$ cat config.mk
export PLATFORM = sky130hd
export DESIGN_NAME = alu_exec_unit_flat
export DESIGN_NICKNAME = d
export VERILOG_FILES = /design/src/rtl/alu_pkg.sv /design/src/rtl/alu_exec_unit_if.sv /design/src/rtl/alu_comb.sv /design/src/rtl/alu_exec_unit.sv /design/src/flat_wrapper.sv
export SDC_FILE = /design/constraint.sdc
export NUM_CORES = 1
export LEC_CHECK = 0
export BUFFER_PORTS_ARGS = -buffer_cell sky130_fd_sc_hd__buf_2
export CORE_MARGIN = 2
export CORE_UTILIZATION = 53
export CTS_BUF_LIST = sky130_fd_sc_hd__clkbuf_16
export CTS_CLUSTER_SIZE = 24
export DETAILED_ROUTE_END_ITERATION = 10
export PLACE_DENSITY_LB_ADDON = 0.15
export SLEW_MARGIN = 15
export SYNTH_ARGS = -nofsm -noshare
export SYNTH_HDL_FRONTEND = slang
export SYNTH_SLANG_ARGS = --single-unit
$ cat constraint.sdc
create_clock -name clk -period 1.9 [get_ports clk]
set_input_delay 0.095 -clock clk [delete_from_list [all_inputs] [get_ports clk]]
set_output_delay 0.095 -clock clk [all_outputs]
set_load 0.02 [all_outputs]
$ cat src/rtl/alu_pkg.sv
// alu_pkg: opcode constants, FSM state type and shift-amount width shared by the ALU execution unit
package alu_pkg;
  localparam logic [3:0] ALU_ADD  = 4'b0000;
  localparam logic [3:0] ALU_SUB  = 4'b0001;
  localparam logic [3:0] ALU_SLL  = 4'b0010;
  localparam logic [3:0] ALU_SLT  = 4'b0011;
  localparam logic [3:0] ALU_SLTU = 4'b0100;
  localparam logic [3:0] ALU_XOR  = 4'b0101;
  localparam logic [3:0] ALU_SRL  = 4'b0110;
  localparam logic [3:0] ALU_SRA  = 4'b0111;
  localparam logic [3:0] ALU_OR   = 4'b1000;
  localparam logic [3:0] ALU_AND  = 4'b1001;
  localparam int SHAMT_W = 5;
  typedef enum logic [1:0] {IDLE, SHIFT, DONE} state_t;
endpackage

$ cat src/rtl/alu_exec_unit_if.sv
// alu_exec_unit_if: request (valid/ready, alu_control, op_a, op_b, req_rd) and response (valid/ready, result, rd) bus plus busy; master drives requests, slave is the unit
interface alu_exec_unit_if #(parameter int XLEN = 32, parameter int TAG_W = 5);
  logic req_valid, req_ready, resp_valid, resp_ready, busy;
  logic [3:0] alu_control;
  logic [XLEN-1:0] op_a, op_b, resp_result;
  logic [TAG_W-1:0] req_rd, resp_rd;
  modport master (
    output req_valid, alu_control, op_a, op_b, req_rd, resp_ready,
    input req_ready, resp_valid, resp_result, resp_rd, busy
  );
  modport slave (
    input req_valid, alu_control, op_a, op_b, req_rd, resp_ready,
    output req_ready, resp_valid, resp_result, resp_rd, busy
  );
endinterface

$ cat src/rtl/alu_comb.sv
// alu_comb: single-cycle result from alu_control, op_a, op_b (shift and undefined codes yield 0)
module alu_comb import alu_pkg::*; #(
  parameter int XLEN = 32
) (
  input  logic [3:0]      alu_control,
  input  logic [XLEN-1:0] op_a,
  input  logic [XLEN-1:0] op_b,
  output logic [XLEN-1:0] result
);
  always_comb begin
    result = '0;
    case (alu_control)
      ALU_ADD:  result = op_a + op_b;
      ALU_SUB:  result = op_a - op_b;
      ALU_SLT:  result = XLEN'($signed(op_a) < $signed(op_b));
      ALU_SLTU: result = XLEN'(op_a < op_b);
      ALU_XOR:  result = op_a ^ op_b;
      ALU_OR:   result = op_a | op_b;
      ALU_AND:  result = op_a & op_b;
      default:  result = '0;
    endcase
  end
endmodule

$ cat src/rtl/alu_exec_unit.sv
// alu_exec_unit: FSM-sequenced ALU; ports clk, rst_n (async low) and bus (alu_exec_unit_if.slave); shifts iterate one bit per cycle
module alu_exec_unit import alu_pkg::*; #(
  parameter int XLEN  = 32,
  parameter int TAG_W = 5
) (
  input logic clk,
  input logic rst_n,
  alu_exec_unit_if.slave bus
);
  state_t state, state_nxt;
  logic [XLEN-1:0] comb_res, shift_q, shift_nxt, result_q;
  logic [SHAMT_W-1:0] cnt_q, shamt;
  logic [TAG_W-1:0] rd_q;
  logic left_q, arith_q, accept, is_shift;
  alu_comb #(.XLEN(XLEN)) u_comb (
    .alu_control(bus.alu_control),
    .op_a(bus.op_a),
    .op_b(bus.op_b),
    .result(comb_res)
  );
  assign accept = bus.req_valid && bus.req_ready;
  assign shamt = bus.op_b[SHAMT_W-1:0];
  assign is_shift = bus.alu_control inside {ALU_SLL, ALU_SRL, ALU_SRA};
  assign shift_nxt = left_q ? {shift_q[XLEN-2:0], 1'b0} : {arith_q & shift_q[XLEN-1], shift_q[XLEN-1:1]};
  always_comb begin
    state_nxt = state;
    if (state == IDLE && accept) state_nxt = (is_shift && shamt != '0) ? SHIFT : DONE;
    if (state == SHIFT && cnt_q == SHAMT_W'(1)) state_nxt = DONE;
    if (state == DONE && bus.resp_ready) state_nxt = IDLE;
  end
  always_ff @(posedge clk or negedge rst_n)
    if (!rst_n) state <= IDLE;
    else state <= state_nxt;
  // result_q tracks the shifter each step so it holds the final value on entering DONE
  always_ff @(posedge clk or negedge rst_n) begin
    if (!rst_n) begin
      shift_q <= '0;
      cnt_q <= '0;
      left_q <= 1'b0;
      arith_q <= 1'b0;
      result_q <= '0;
      rd_q <= '0;
    end else if (accept) begin
      rd_q <= bus.req_rd;
      shift_q <= bus.op_a;
      cnt_q <= is_shift ? shamt : '0;
      left_q <= bus.alu_control == ALU_SLL;
      arith_q <= bus.alu_control == ALU_SRA;
      result_q <= is_shift ? bus.op_a : comb_res;
    end else if (state == SHIFT) begin
      shift_q <= shift_nxt;
      cnt_q <= cnt_q - SHAMT_W'(1);
      result_q <= shift_nxt;
    end
  end
  assign bus.req_ready = state == IDLE;
  assign bus.resp_valid = state == DONE;
  assign bus.busy = state != IDLE;
  assign bus.resp_result = result_q;
  assign bus.resp_rd = rd_q;
endmodule

$ cat src/flat_wrapper.sv
// flat-port wrapper written by rule: the top's interface ports become plain ports
module alu_exec_unit_flat import alu_pkg::*;
#(
  parameter int XLEN  = 32,
  parameter int TAG_W = 5
)
  (clk, rst_n, bus_req_valid, bus_alu_control, bus_op_a, bus_op_b, bus_req_rd, bus_resp_ready, bus_req_ready, bus_resp_valid, bus_resp_result, bus_resp_rd, bus_busy);
  alu_exec_unit_if #(.XLEN(XLEN), .TAG_W(TAG_W)) bus_i ();
  input logic clk;
  input logic rst_n;
  input wire logic [$bits(bus_i.req_valid)-1:0] bus_req_valid;
  input wire logic [$bits(bus_i.alu_control)-1:0] bus_alu_control;
  input wire logic [$bits(bus_i.op_a)-1:0] bus_op_a;
  input wire logic [$bits(bus_i.op_b)-1:0] bus_op_b;
  input wire logic [$bits(bus_i.req_rd)-1:0] bus_req_rd;
  input wire logic [$bits(bus_i.resp_ready)-1:0] bus_resp_ready;
  output wire logic [$bits(bus_i.req_ready)-1:0] bus_req_ready;
  output wire logic [$bits(bus_i.resp_valid)-1:0] bus_resp_valid;
  output wire logic [$bits(bus_i.resp_result)-1:0] bus_resp_result;
  output wire logic [$bits(bus_i.resp_rd)-1:0] bus_resp_rd;
  output wire logic [$bits(bus_i.busy)-1:0] bus_busy;
  assign bus_i.req_valid = bus_req_valid;
  assign bus_i.alu_control = bus_alu_control;
  assign bus_i.op_a = bus_op_a;
  assign bus_i.op_b = bus_op_b;
  assign bus_i.req_rd = bus_req_rd;
  assign bus_i.resp_ready = bus_resp_ready;
  assign bus_req_ready = bus_i.req_ready;
  assign bus_resp_valid = bus_i.resp_valid;
  assign bus_resp_result = bus_i.resp_result;
  assign bus_resp_rd = bus_i.resp_rd;
  assign bus_busy = bus_i.busy;
  alu_exec_unit #(.XLEN(XLEN), .TAG_W(TAG_W)) u_core (.clk(clk), .rst_n(rst_n), .bus(bus_i));
endmodule
==> impl_metrics.tcl <==
set metrics [dict create \
    grt-busiest-layer "met2" \
    critPathRequiredTime_ns 2.18 \
    ff_latch_area_um2 1950 \
    rows 47 \
    place_area_um2 12500 \
    arrival_ns 2.85 \
    grt_max_degree 61 \
    coreArea_um2 16700 \
    synth_ff_type "dfrtp_1" \
    failed_checks "negative setup slack" \
    hp-class "input pin to register" \
    cp-start-kind "input pin" \
    gp_congestion 0.999 \
    dp.cells 1796 \
    die_h_um 135 \
    worst-setup-path-type "input pin to register" \
    ys_ff_latch 78 \
    ys_seq_area_frac 0.214 \
    fillers 1088 \
    timing.fmax_mhz 389 \
    fin_crit_ns 2.57 \
    grtUsageMet1 0.527 \
    rsz0062_at_grt "yes" \
    hold_violations 0 \
    slew_headroom 0.591 \
    avgRoutedWirePerCell_um 20.5 \
    htreeDepth 3 \
    drv_slew 0 \
    status "complete, but fails checks" \
    vias 11700 \
    synthDistinctLibCells 72 \
    cp_max_fo 5 \
    tns_ns -11.08 \
    fin_nets 1797 \
    ys.warnings.count 0 \
    tightest_slew_ns 0.607 \
    grtUsageTotal 0.400 \
    start_util 0.545 \
    clockBufferDepth 2 \
    setup_ws_ns -0.668 \
    multi_input_area_um2 7240 \
    cp_slowest_cell "or4_4" \
    drive_gt1_frac 0.383 \
    fin_worst_skew_ns 0.00927 \
    irDropWorstVdd_uv 981 \
    grt_pass1_wl_um 57600 \
    totalWireLength_um 37600 \
    avgViaCountPerCell 6.38 \
    clock-root-buffer "clkbuf_16" \
    route.detailed.drc 0 \
    stdcell_area_um2 13600 \
    die_w_um 135 \
    async_reset_ff_frac 1.00 \
    p_total_mw 12.5 \
    portBuffers 116 \
    cts_sinks 78 \
    dieArea_um2 18200 \
    cts_buffers 9 \
    syn-cell-area_um2 9100 \
    ant_nets 0 \
    avgSynthCellArea_um2 7.44 \
    synthCells 1223 \
    slowest_delay_ns 0.52 \
    top_level_ports 117 \
    post-route-period-util 1.35 \
    clock_latency_ns 0.36 \
    cts.clk_slew.worst_paths_ns 0.07 \
    maxCapViolations 0 \
    leakagePower_nw 6.40 \
    grt_use_met3 0.0702 \
    grt_pass1_vias 11300 \
    n_antenna_cell 0 \
    drt_first_pass_iters 6 \
    finalNonFillerCells 1838 \
    synth_nets 1407 \
    cts_tree "yes" \
    crit_chain "buf_8 -> clkinvlp_4 -> ha_4 -> a211oi_4 -> nor4_2 -> or4_4 -> a221o_2 -> a31o_4 -> o221a_4 -> a32oi_2 -> a21oi_2 -> o21ai_1" \
    synth-edff-count 0 \
    grt-ovfl-total 0 \
    setup_violations 28 \
    grt_use_met2 0.654 \
    syn_to_final_growth_pct 49.8 \
    end_kind "register" \
    power_density_nw_per_um2 919 \
    dp_hpwl_um 26900 \
    grt_antenna_before_repair 0 \
    drtIter0Drc 1340 \
]
-- flip-flops by register name, summed over array words and instances, names as in the netlist --
name and flops:
u_core.left_q 1, u_core.bus.resp_rd 5, u_core.bus.resp_result 32, u_core.cnt_q 5
u_core.shift_q 32, u_core.state 2, u_core.arith_q 1
-- path summary, 6_finish.rpt --
check | startpoint | to | slack [ns] | cells after the start
setup / recovery | bus_op_b[1] | u_core.bus.resp_result[17] | -0.67 | 12
setup reg to reg | u_core.state[1] | u_core.bus.resp_result[31] | -0.11 | 11
max in group asynchronous | rst_n | u_core.left_q | 1.03 | 3
hold / removal | bus_op_a[8] | u_core.bus.resp_result[8] | 0.01 | 3
hold reg to reg | u_core.bus.resp_rd[0] | u_core.bus.resp_rd[0] | 0.48 | 2
min in group asynchronous | rst_n | u_core.shift_q[25] | 0.21 | 2
-- synth_stat cells (6+ instances only) --
cell      count  area [µm²]
a211o_1       7        61.3
a211oi_1     35         263
a21o_1       15         113
a21oi_1      93         465
a221oi_1     19         166
a22oi_1       7        52.6
a31oi_1      15        93.8
buf_1        11        41.3
buf_2        11        55.1
clkbuf_1     62         233
dfrtp_1      78        1950
ha_1        105        1310
inv_1        99         372
mux2i_1      13         130
nand2_1      90         338
nand2b_1     16         100
nand3_1      18        90.1
nor2_1      121         454
nor2b_1      28         175
nor3_1       29         145
nor4_1       16         100
o211ai_1     31         233
o21a_1        9        67.6
o21ai_0     104         521
o21ai_1       7        35.0
o21bai_1     10        75.1
o221ai_1     20         175
o22ai_1      11        68.8
o31ai_1      11        82.6
or3_1        24         150
or4_1         6        45.0
xnor2_1      11        96.3
-- critical path: cells and delay by family --
kind | cells | cell delay, ns
compound gates | 7 | 1.72
simple gates | 2 | 0.60
fa+ha+maj | 1 | 0.27
buf+inv | 2 | 0.18
-- metrics by stage --
step | utilization | hold slack (ns) | worst slack, ns
6_report | 0.817 | 0.0146 | -0.668
5_1_grt | 0.817 | 0.0352 | -0.693
4_1_cts | 0.802 | 0.0156 | -0.644
3_5_place_dp | 0.747 | 0.0707 | -1.17
3_3_place_gp | 0.747 | 0.0678 | -1.14
2_1_floorplan | - | -0.201 | -0.702
-- what timing repair did --
action	4_1_cts	5_1_grt
resized for setup	105	46
hold buffers	7	0
buffers inserted	16	7
setup endpoints to repair	29	31
hold endpoints to repair	37	0
pin swaps	73	43
-- area by class of cell --
class / count / share of cell area
multi-input cells: 961 / 0.531
repair buffers: 464 / 0.257
flip-flops and latches: 78 / 0.143
inverters: 99 / 0.0281
well taps: 220 / 0.0202
clock buffers: 9 / 0.0165
clock inverters: 7 / 0.00450
-- power breakdown --
group | total, mW | leakage, nW | switching (mW) | internal (mW)
logic | 7.58 | 5.31 | 4.27 | 3.31
registers | 3.16 | 0.951 | 0.674 | 2.48
clock network | 1.80 | 0.135 | 0.884 | 0.916
-- layout by cell type, fill, tap and decap left out, types with 31 or more instances in the layout --
cell / count
a21oi_1: 86
buf_2: 112
buf_4: 309
dfrtp_1: 77
ha_1: 87
inv_1: 90
nand2_1: 87
nor2_1: 114
o211ai_1: 31
o21ai_0: 87
-- cell families (layout without fill, tap and decap cells) --
family                     Yosys count  after routing  synth area share
buffers and inverters              184            579            0.0778
adders and majority gates          107            107             0.149
DFF                                 78             78             0.214
AOI/OAI and AO/OA                  453            453             0.335
and+or+nand+nor                    373            373             0.194
xor gates and xnor gates            13             13            0.0125
muxes                               15             15            0.0168
-- metal layers --
metal,vias up,wire [µm],share of wire
li1,5249,-,-
met1,5556,15400,0.41
met2,756,17000,0.45
met3,173,3660,0.097
met4,0,1640,0.044
met5,-,0,0
Note: power is estimated with default switching activity, not from simulation.
